## config.mk

```make
export PLATFORM = sky130hd
export DESIGN_NAME = load_store_unit
export DESIGN_NICKNAME = d
export VERILOG_FILES = /design/src/rtl/load_store_unit_pkg.sv /design/src/rtl/load_store_unit_load_extend.sv /design/src/rtl/load_store_unit.sv
export SDC_FILE = /design/constraint.sdc
export NUM_CORES = 1
export LEC_CHECK = 0
export ABC_AREA = 0
export BUFFER_PORTS_ARGS = -buffer_cell sky130_fd_sc_hd__buf_2
export CORE_ASPECT_RATIO = 2
export CORE_MARGIN = 1.5
export CORE_UTILIZATION = 49
export CTS_CLUSTER_SIZE = 8
export DETAILED_ROUTE_END_ITERATION = 16
export GPL_TIMING_DRIVEN = 0
export PLACE_DENSITY_LB_ADDON = 0.15
export SETUP_SLACK_MARGIN = 0.5
export SLEW_MARGIN = 20
export SYNTH_ARGS = -nofsm -noshare
export SYNTH_HDL_FRONTEND = slang
export SYNTH_SLANG_ARGS = --single-unit
```

## constraint.sdc

```tcl
create_clock -name clk -period 2.55 [get_ports clk]
set_input_delay 0.1275 -clock clk [delete_from_list [all_inputs] [get_ports clk]]
set_output_delay 0.1275 -clock clk [all_outputs]
set_load 0.05 [all_outputs]
```

## src/rtl/load_store_unit_pkg.sv

```systemverilog
// Shared constants for the memory-access stage: core state codes, funct3
// width codes, LSU FSM encoding and the store-lane helpers.
package load_store_unit_pkg;

    // Core FSM state codes; MEM_ACCESS is the only one this stage reacts to.
    localparam logic [2:0] CORE_FETCH     = 3'd0;
    localparam logic [2:0] CORE_DECODE    = 3'd1;
    localparam logic [2:0] CORE_EXECUTE   = 3'd2;
    localparam logic [2:0] MEM_ACCESS     = 3'd3;
    localparam logic [2:0] CORE_WRITEBACK = 3'd4;

    localparam logic [2:0] F3_B  = 3'b000;
    localparam logic [2:0] F3_H  = 3'b001;
    localparam logic [2:0] F3_W  = 3'b010;
    localparam logic [2:0] F3_BU = 3'b100;
    localparam logic [2:0] F3_HU = 3'b101;

    typedef enum logic [1:0] {
        LSU_IDLE = 2'd0,
        LSU_REQ  = 2'd1,
        LSU_WAIT = 2'd2,
        LSU_DONE = 2'd3
    } lsu_state_t;

    // Unsupported width codes are folded into the misaligned rejection.
    function automatic logic access_misaligned(input logic [2:0] funct3,
                                               input logic [1:0] addr_lo);
        case (funct3)
            F3_B, F3_BU: return 1'b0;
            F3_H, F3_HU: return addr_lo[0];
            F3_W:        return addr_lo != 2'b00;
            default:     return 1'b1;
        endcase
    endfunction

    function automatic logic [31:0] store_wdata(input logic [1:0] width,
                                                input logic [31:0] rs2);
        case (width)
            2'b00:   return {4{rs2[7:0]}};
            2'b01:   return {2{rs2[15:0]}};
            default: return rs2;
        endcase
    endfunction

    function automatic logic [3:0] store_strb(input logic [1:0] width,
                                              input logic [1:0] addr_lo);
        case (width)
            2'b00:   return 4'b0001 << addr_lo;
            2'b01:   return 4'b0011 << {addr_lo[1], 1'b0};
            default: return 4'b1111;
        endcase
    endfunction

endpackage

```

## src/rtl/load_store_unit_load_extend.sv

```systemverilog
// Combinational byte/halfword selection and sign/zero extension of a read
// word; kept standalone so atomics can reuse it.
module load_extend
    import load_store_unit_pkg::*;
(
    input  logic [2:0]  funct3,
    input  logic [1:0]  byte_off,
    input  logic [31:0] rdata,
    output logic [31:0] data
);

    logic [7:0]  sel_byte;
    logic [15:0] sel_half;

    always_comb begin
        sel_byte = 8'h00;
        case (byte_off)
            2'd0: sel_byte = rdata[7:0];
            2'd1: sel_byte = rdata[15:8];
            2'd2: sel_byte = rdata[23:16];
            2'd3: sel_byte = rdata[31:24];
            default: sel_byte = 8'h00;
        endcase
        sel_half = byte_off[1] ? rdata[31:16] : rdata[15:0];
    end

    always_comb begin
        data = rdata;
        case (funct3)
            F3_B:    data = {{24{sel_byte[7]}}, sel_byte};
            F3_BU:   data = {24'h000000, sel_byte};
            F3_H:    data = {{16{sel_half[15]}}, sel_half};
            F3_HU:   data = {16'h0000, sel_half};
            default: data = rdata;
        endcase
    end

endmodule

```

## src/rtl/load_store_unit.sv

```systemverilog
// Memory-access stage: one request/ready bus transaction per load or store,
// with misalignment rejection, timeout and extended load write-back data.
module load_store_unit
    import load_store_unit_pkg::*;
#(
    parameter int unsigned TIMEOUT_CYCLES = 255
) (
    input  logic        clk,
    input  logic        rst_n,
    input  logic [2:0]  state,
    input  logic        is_load,
    input  logic        is_store,
    input  logic [2:0]  funct3,
    input  logic [31:0] address,
    input  logic [31:0] rs2_val,
    output logic        mem_req,
    output logic        mem_we,
    output logic [31:0] mem_addr,
    output logic [31:0] mem_wdata,
    output logic [3:0]  mem_wstrb,
    input  logic        mem_ready,
    input  logic [31:0] mem_rdata,
    output logic [31:0] load_data,
    output logic        misaligned,
    output logic        bus_err,
    output logic        should_stall
);

    localparam logic [7:0] TIMEOUT_LIMIT = 8'(TIMEOUT_CYCLES);

    // Bus handshake: mem_req rises on the trigger edge and stays high, with
    // address/data/strobes stable, through REQ and WAIT. Only a mem_ready seen
    // in WAIT completes the transfer; mem_req drops on that same edge.
    lsu_state_t  fsm_state;
    lsu_state_t  fsm_next;
    logic [7:0]  wait_cnt;
    logic [2:0]  funct3_q;
    logic [1:0]  off_q;
    logic        trigger;
    logic        access_bad;
    logic        ready_hit;
    logic        timeout_hit;
    logic [31:0] ext_data;

    assign trigger      = (state == MEM_ACCESS) && (is_load || is_store);
    assign access_bad   = access_misaligned(funct3, address[1:0]);
    assign should_stall = trigger && (fsm_state != LSU_DONE);
    assign ready_hit    = (fsm_state == LSU_WAIT) && mem_ready;
    // A ready arriving in the final WAIT cycle wins over the timeout.
    assign timeout_hit  = (fsm_state == LSU_WAIT) && !mem_ready
                          && ((wait_cnt + 8'd1) >= TIMEOUT_LIMIT);

    load_extend u_load_extend (
        .funct3   (funct3_q),
        .byte_off (off_q),
        .rdata    (mem_rdata),
        .data     (ext_data)
    );

    always_ff @(posedge clk or negedge rst_n) begin
        if (!rst_n) begin
            fsm_state <= LSU_IDLE;
        end else begin
            fsm_state <= fsm_next;
        end
    end

    always_comb begin
        fsm_next = fsm_state;
        case (fsm_state)
            LSU_IDLE: begin
                if (trigger) begin
                    fsm_next = access_bad ? LSU_DONE : LSU_REQ;
                end
            end
            LSU_REQ:  fsm_next = LSU_WAIT;
            LSU_WAIT: begin
                if (ready_hit || timeout_hit) begin
                    fsm_next = LSU_DONE;
                end
            end
            LSU_DONE: begin
                if (state != MEM_ACCESS) begin
                    fsm_next = LSU_IDLE;
                end
            end
            default:  fsm_next = LSU_IDLE;
        endcase
    end

    always_ff @(posedge clk or negedge rst_n) begin
        if (!rst_n) begin
            mem_req    <= 1'b0;
            mem_we     <= 1'b0;
            mem_addr   <= 32'h0;
            mem_wdata  <= 32'h0;
            mem_wstrb  <= 4'h0;
            load_data  <= 32'h0;
            misaligned <= 1'b0;
            bus_err    <= 1'b0;
            wait_cnt   <= 8'h0;
            funct3_q   <= 3'b000;
            off_q      <= 2'b00;
        end else begin
            case (fsm_state)
                LSU_IDLE: begin
                    if (trigger) begin
                        misaligned <= access_bad;
                        bus_err    <= 1'b0;
                        if (!access_bad) begin
                            mem_req   <= 1'b1;
                            mem_we    <= is_store;
                            mem_addr  <= {address[31:2], 2'b00};
                            mem_wdata <= store_wdata(funct3[1:0], rs2_val);
                            mem_wstrb <= is_store ? store_strb(funct3[1:0], address[1:0])
                                                  : 4'b0000;
                            funct3_q  <= funct3;
                            off_q     <= address[1:0];
                            wait_cnt  <= 8'h0;
                        end
                    end
                end
                LSU_WAIT: begin
                    if (ready_hit) begin
                        mem_req <= 1'b0;
                        // Stores leave the previous write-back value in place.
                        if (!mem_we) begin
                            load_data <= ext_data;
                        end
                    end else if (timeout_hit) begin
                        mem_req   <= 1'b0;
                        bus_err   <= 1'b1;
                        load_data <= 32'h0;
                    end else begin
                        wait_cnt <= wait_cnt + 8'd1;
                    end
                end
                default: begin
                end
            endcase
        end
    end

endmodule

```

==> results.py <==
metrics = {
    "status": {
        "status": "complete, no violations",
    },
    "placed_design": {
        "globalplace.congestion": 0.932,
        "dp_hpwl_um": 12200,
        "port_buffers": 209,
    },
    "floorplan": {
        "die_height_um": 154,
        "core_um2": 11000,
        "chipWidth_um": 78.4,
        "row_count": 54,
        "io_pins": 212,
        "die-area_um2": 12100,
        "start_util": 0.506,
    },
    "synth": {
        "synthFlopType": "dfrtp_1",
        "synth_edf_count": 0,
        "synth_cells": 501,
        "ys_warn_count": 0,
        "synth.top_cell.area_share": 0.526,
        "ys_types": 53,
        "synth_most_common_cell": "dfrtp_1",
        "ys_seq_area_frac": 0.526,
        "synth_top_area_cell": "dfrtp_1",
        "synth-async-reset-ratio": 1.00,
        "ys_ff_latch": 117,
        "synth_commonest_cells": "117 x dfrtp_1, 62 x o21ai_0, 50 x nand2_1",
        "synth.avg_cell_area_um2": 11.1,
        "netlist_area_um2": 5570,
        "synth.area.top_cells": "dfrtp_1 53%, mux2_2 9.1%, mux2i_1 6.1%",
    },
    "power_and_ir_drop": {
        "leakage_nw": 4.23,
        "pwr_density_cell_nw_per_um2": 1420,
        "ir_worst_vdd_mv": 1.31,
        "power_mw": 11.5,
    },
    "route": {
        "viasPerCell": 5.52,
        "drt-pass1-iter-count": 7,
        "drt_iter0_drc": 210,
        "route.detailed.drc": 0,
        "vias": 5181,
        "antenna_left": 0,
        "wl_per_cell_um": 18.3,
        "drt_wl_total_um": 17100,
    },
    "cells_and_area": {
        "final_layout_size_suffix_gt1_frac": 0.441,
        "utilization": 0.735,
        "n_antenna_cell": 0,
        "area_delta_synth_final_pct": 45.3,
        "final.fill_count": 795,
        "finalNetCount": 898,
    },
    "cts": {
        "path_clk_slew_ns": 0.06,
        "cts_buffers": 17,
        "insertion_delay_ns": 0.40,
        "cts_root_buf": "clkbuf_16",
        "clock-sinks": 117,
        "cts_max_path_buffers": 2,
        "cts_tree": "built",
        "h-tree-depth": 4,
    },
    "critical_path": {
        "cp_cell_sequence": "inv_2, ha_4, nand2b_4, or4_4, a221oi_4, buf_6, nor2_4, buf_6, a21bo_1",
        "r2r_slack_ns": 0.35,
        "r2r-end": "load_data[17]",
        "worst_path_most_repeated_cell": "buf_6",
        "slowest_delay_ns": 0.54,
        "crit_family": "simple AND/OR/NAND/NOR gates",
        "cp_slowest_cell": "or4_4",
        "crit_fanout": 7,
        "reg2reg_depth": 9,
        "reg2reg_from": "fsm_state[0]",
        "critPathBufInv": 3,
        "cp.required_ns": 2.83,
        "start_kind": "register",
        "worstSetupPathType": "register to register",
        "cp.arrival_ns": 2.48,
        "end_kind": "register",
    },
    "sta": {
        "fmax_ghz": 0.454,
        "finalSetupViolCount": 0,
        "period_minus_slack_ns": 2.20,
        "rsz0062_at_grt": "yes",
        "slew_violations": 0,
        "worst_slew_pin_slew_ns": 0.919,
        "skew_ns": 0.0113,
        "hold_viol": 0,
        "post-route-period-util": 0.864,
        "tns_ns": 0,
        "relSlewSlack": 0.385,
    },
    "worst_hold_path": {
        "min_from": "rs2_val[4]",
        "hold_depth": 2,
        "min_path_type": "primary input to register",
        "hold_end": "mem_wdata[4]",
    },
    "flow_run": {
        "cap_viol_max_count": 0,
    },
    "grt": {
        "track_usage": 0.288,
        "grt_pass1_vias": 5510,
        "overflow": 0,
        "grt_max_degree": 63,
        "grt_pass1_wl_um": 26700,
        "antenna_found_initial": 0,
    },
}
state kept, by name (all words and copies together), names as in the netlist, 2 cells and up:
register and cells:
wait_cnt 8, mem_addr 30, funct3_q 3, mem_wdata 32, off_q 2, load_data 32
mem_wstrb 4, fsm_state 2
how the worst max path moves through the flow:
stage                 start       endpoint  slack (ns)  cells after the start
2_1_floorplan   wait_cnt[1]    wait_cnt[1]        0.46                      6
3_3_place_gp          rst_n   mem_addr[14]       -0.02                      1
3_5_place_dp   fsm_state[1]   mem_addr[16]        0.16                      7
4_1_cts         wait_cnt[0]  load_data[13]        0.36                      8
5_1_grt        fsm_state[0]  load_data[17]        0.28                      9
6_report       fsm_state[0]  load_data[17]        0.35                      9
cells in the final DEF (no fill, tap or decap), types with 4 or more instances in the layout:
cell,count
nor2b_1,4
clkinv_4,4
o21ai_0,62
mux2i_1,34
dfrtp_1,117
clkbuf_1,12
a21oi_1,23
clkbuf_16,17
nand2_1,50
a21bo_1,16
mux2_2,45
a22oi_1,5
buf_6,13
nor2_1,17
dlygate4sd3_1,34
inv_1,6
and3_1,7
o22ai_1,6
a221o_1,8
buf_4,18
nand3_1,7
o2bb2ai_2,4
buf_2,210
kinds of logic (layout without fill, tap and decap cells):
kind of cell	count (synthesis)	after routing	synth area share
adder cells (fa/ha/maj)	6	6	0.0135
buffers and inverters	39	334	0.0335
flip-flops	117	117	0.526
multiplexers	81	81	0.158
XOR/XNOR	1	1	0.00157
AND/OR/NAND/NOR	110	111	0.0926
other	1	2	0.000673
AO/OA/AOI/OAI	146	146	0.174
stage by stage:
step | cell area, um^2 | instances | hold WS, ns | setup WS [ns]
floorplan | 5590 | 502 | -0.168 | 0.465
global route | 8090 | 938 | 0.00768 | 0.276
finish | 8090 | 938 | 0.0145 | 0.346
detailed placement | 6840 | 852 | 0.125 | 0.163
global placement | 6810 | 851 | 0.359 | -0.0197
CTS | 7880 | 929 | 0.000512 | 0.356
metal layers:
layer  track usage  wire (um)  up-vias
met5             0          0        -
met4         0.149        694        0
met3        0.0588        874       55
met2         0.540       9700      223
met1         0.290       5880     2519
li1              -          -     2384
power breakdown:
group          switching, mW  leakage, nW  total [mW]  internal [mW]
registers              0.489         1.52        3.16           2.67
clock network          0.879        0.264        2.23           1.35
logic                   4.28         2.45        6.10           1.82
final cells by class:
cell class / count / area, um^2 / share of cell area
buffer: 31 / 190 / 0.0235
clock buffer: 19 / 433 / 0.0535
clock inverter: 13 / 124 / 0.0153
inverter: 8 / 30.0 / 0.00371
multi-input combinational: 347 / 2610 / 0.322
sequential: 117 / 2930 / 0.362
tap: 140 / 175 / 0.0217
timing repair buffer: 263 / 1600 / 0.198
timing repair:
action	in CTS	in global routing
resized for setup	14	44
pin swaps	3	27
endpoints found under the hold margin	88	0
setup buffers	10	7
cloned	1	2
setup endpoints to repair	108	115
hold buffers	34	0
worst register-to-register path, delay by kind of cell, from the launching register on:
| kind | cells | cell delay [ns] |
|---|---|---|
| AOI/OAI and AO/OA | 2 | 0.41 |
| buffers and inverters | 3 | 0.45 |
| and+or+nand+nor | 3 | 0.68 |
| adders and majority gates | 1 | 0.17 |
| DFF | 1 | 0.40 |
Power figures use the tool's default switching activity.
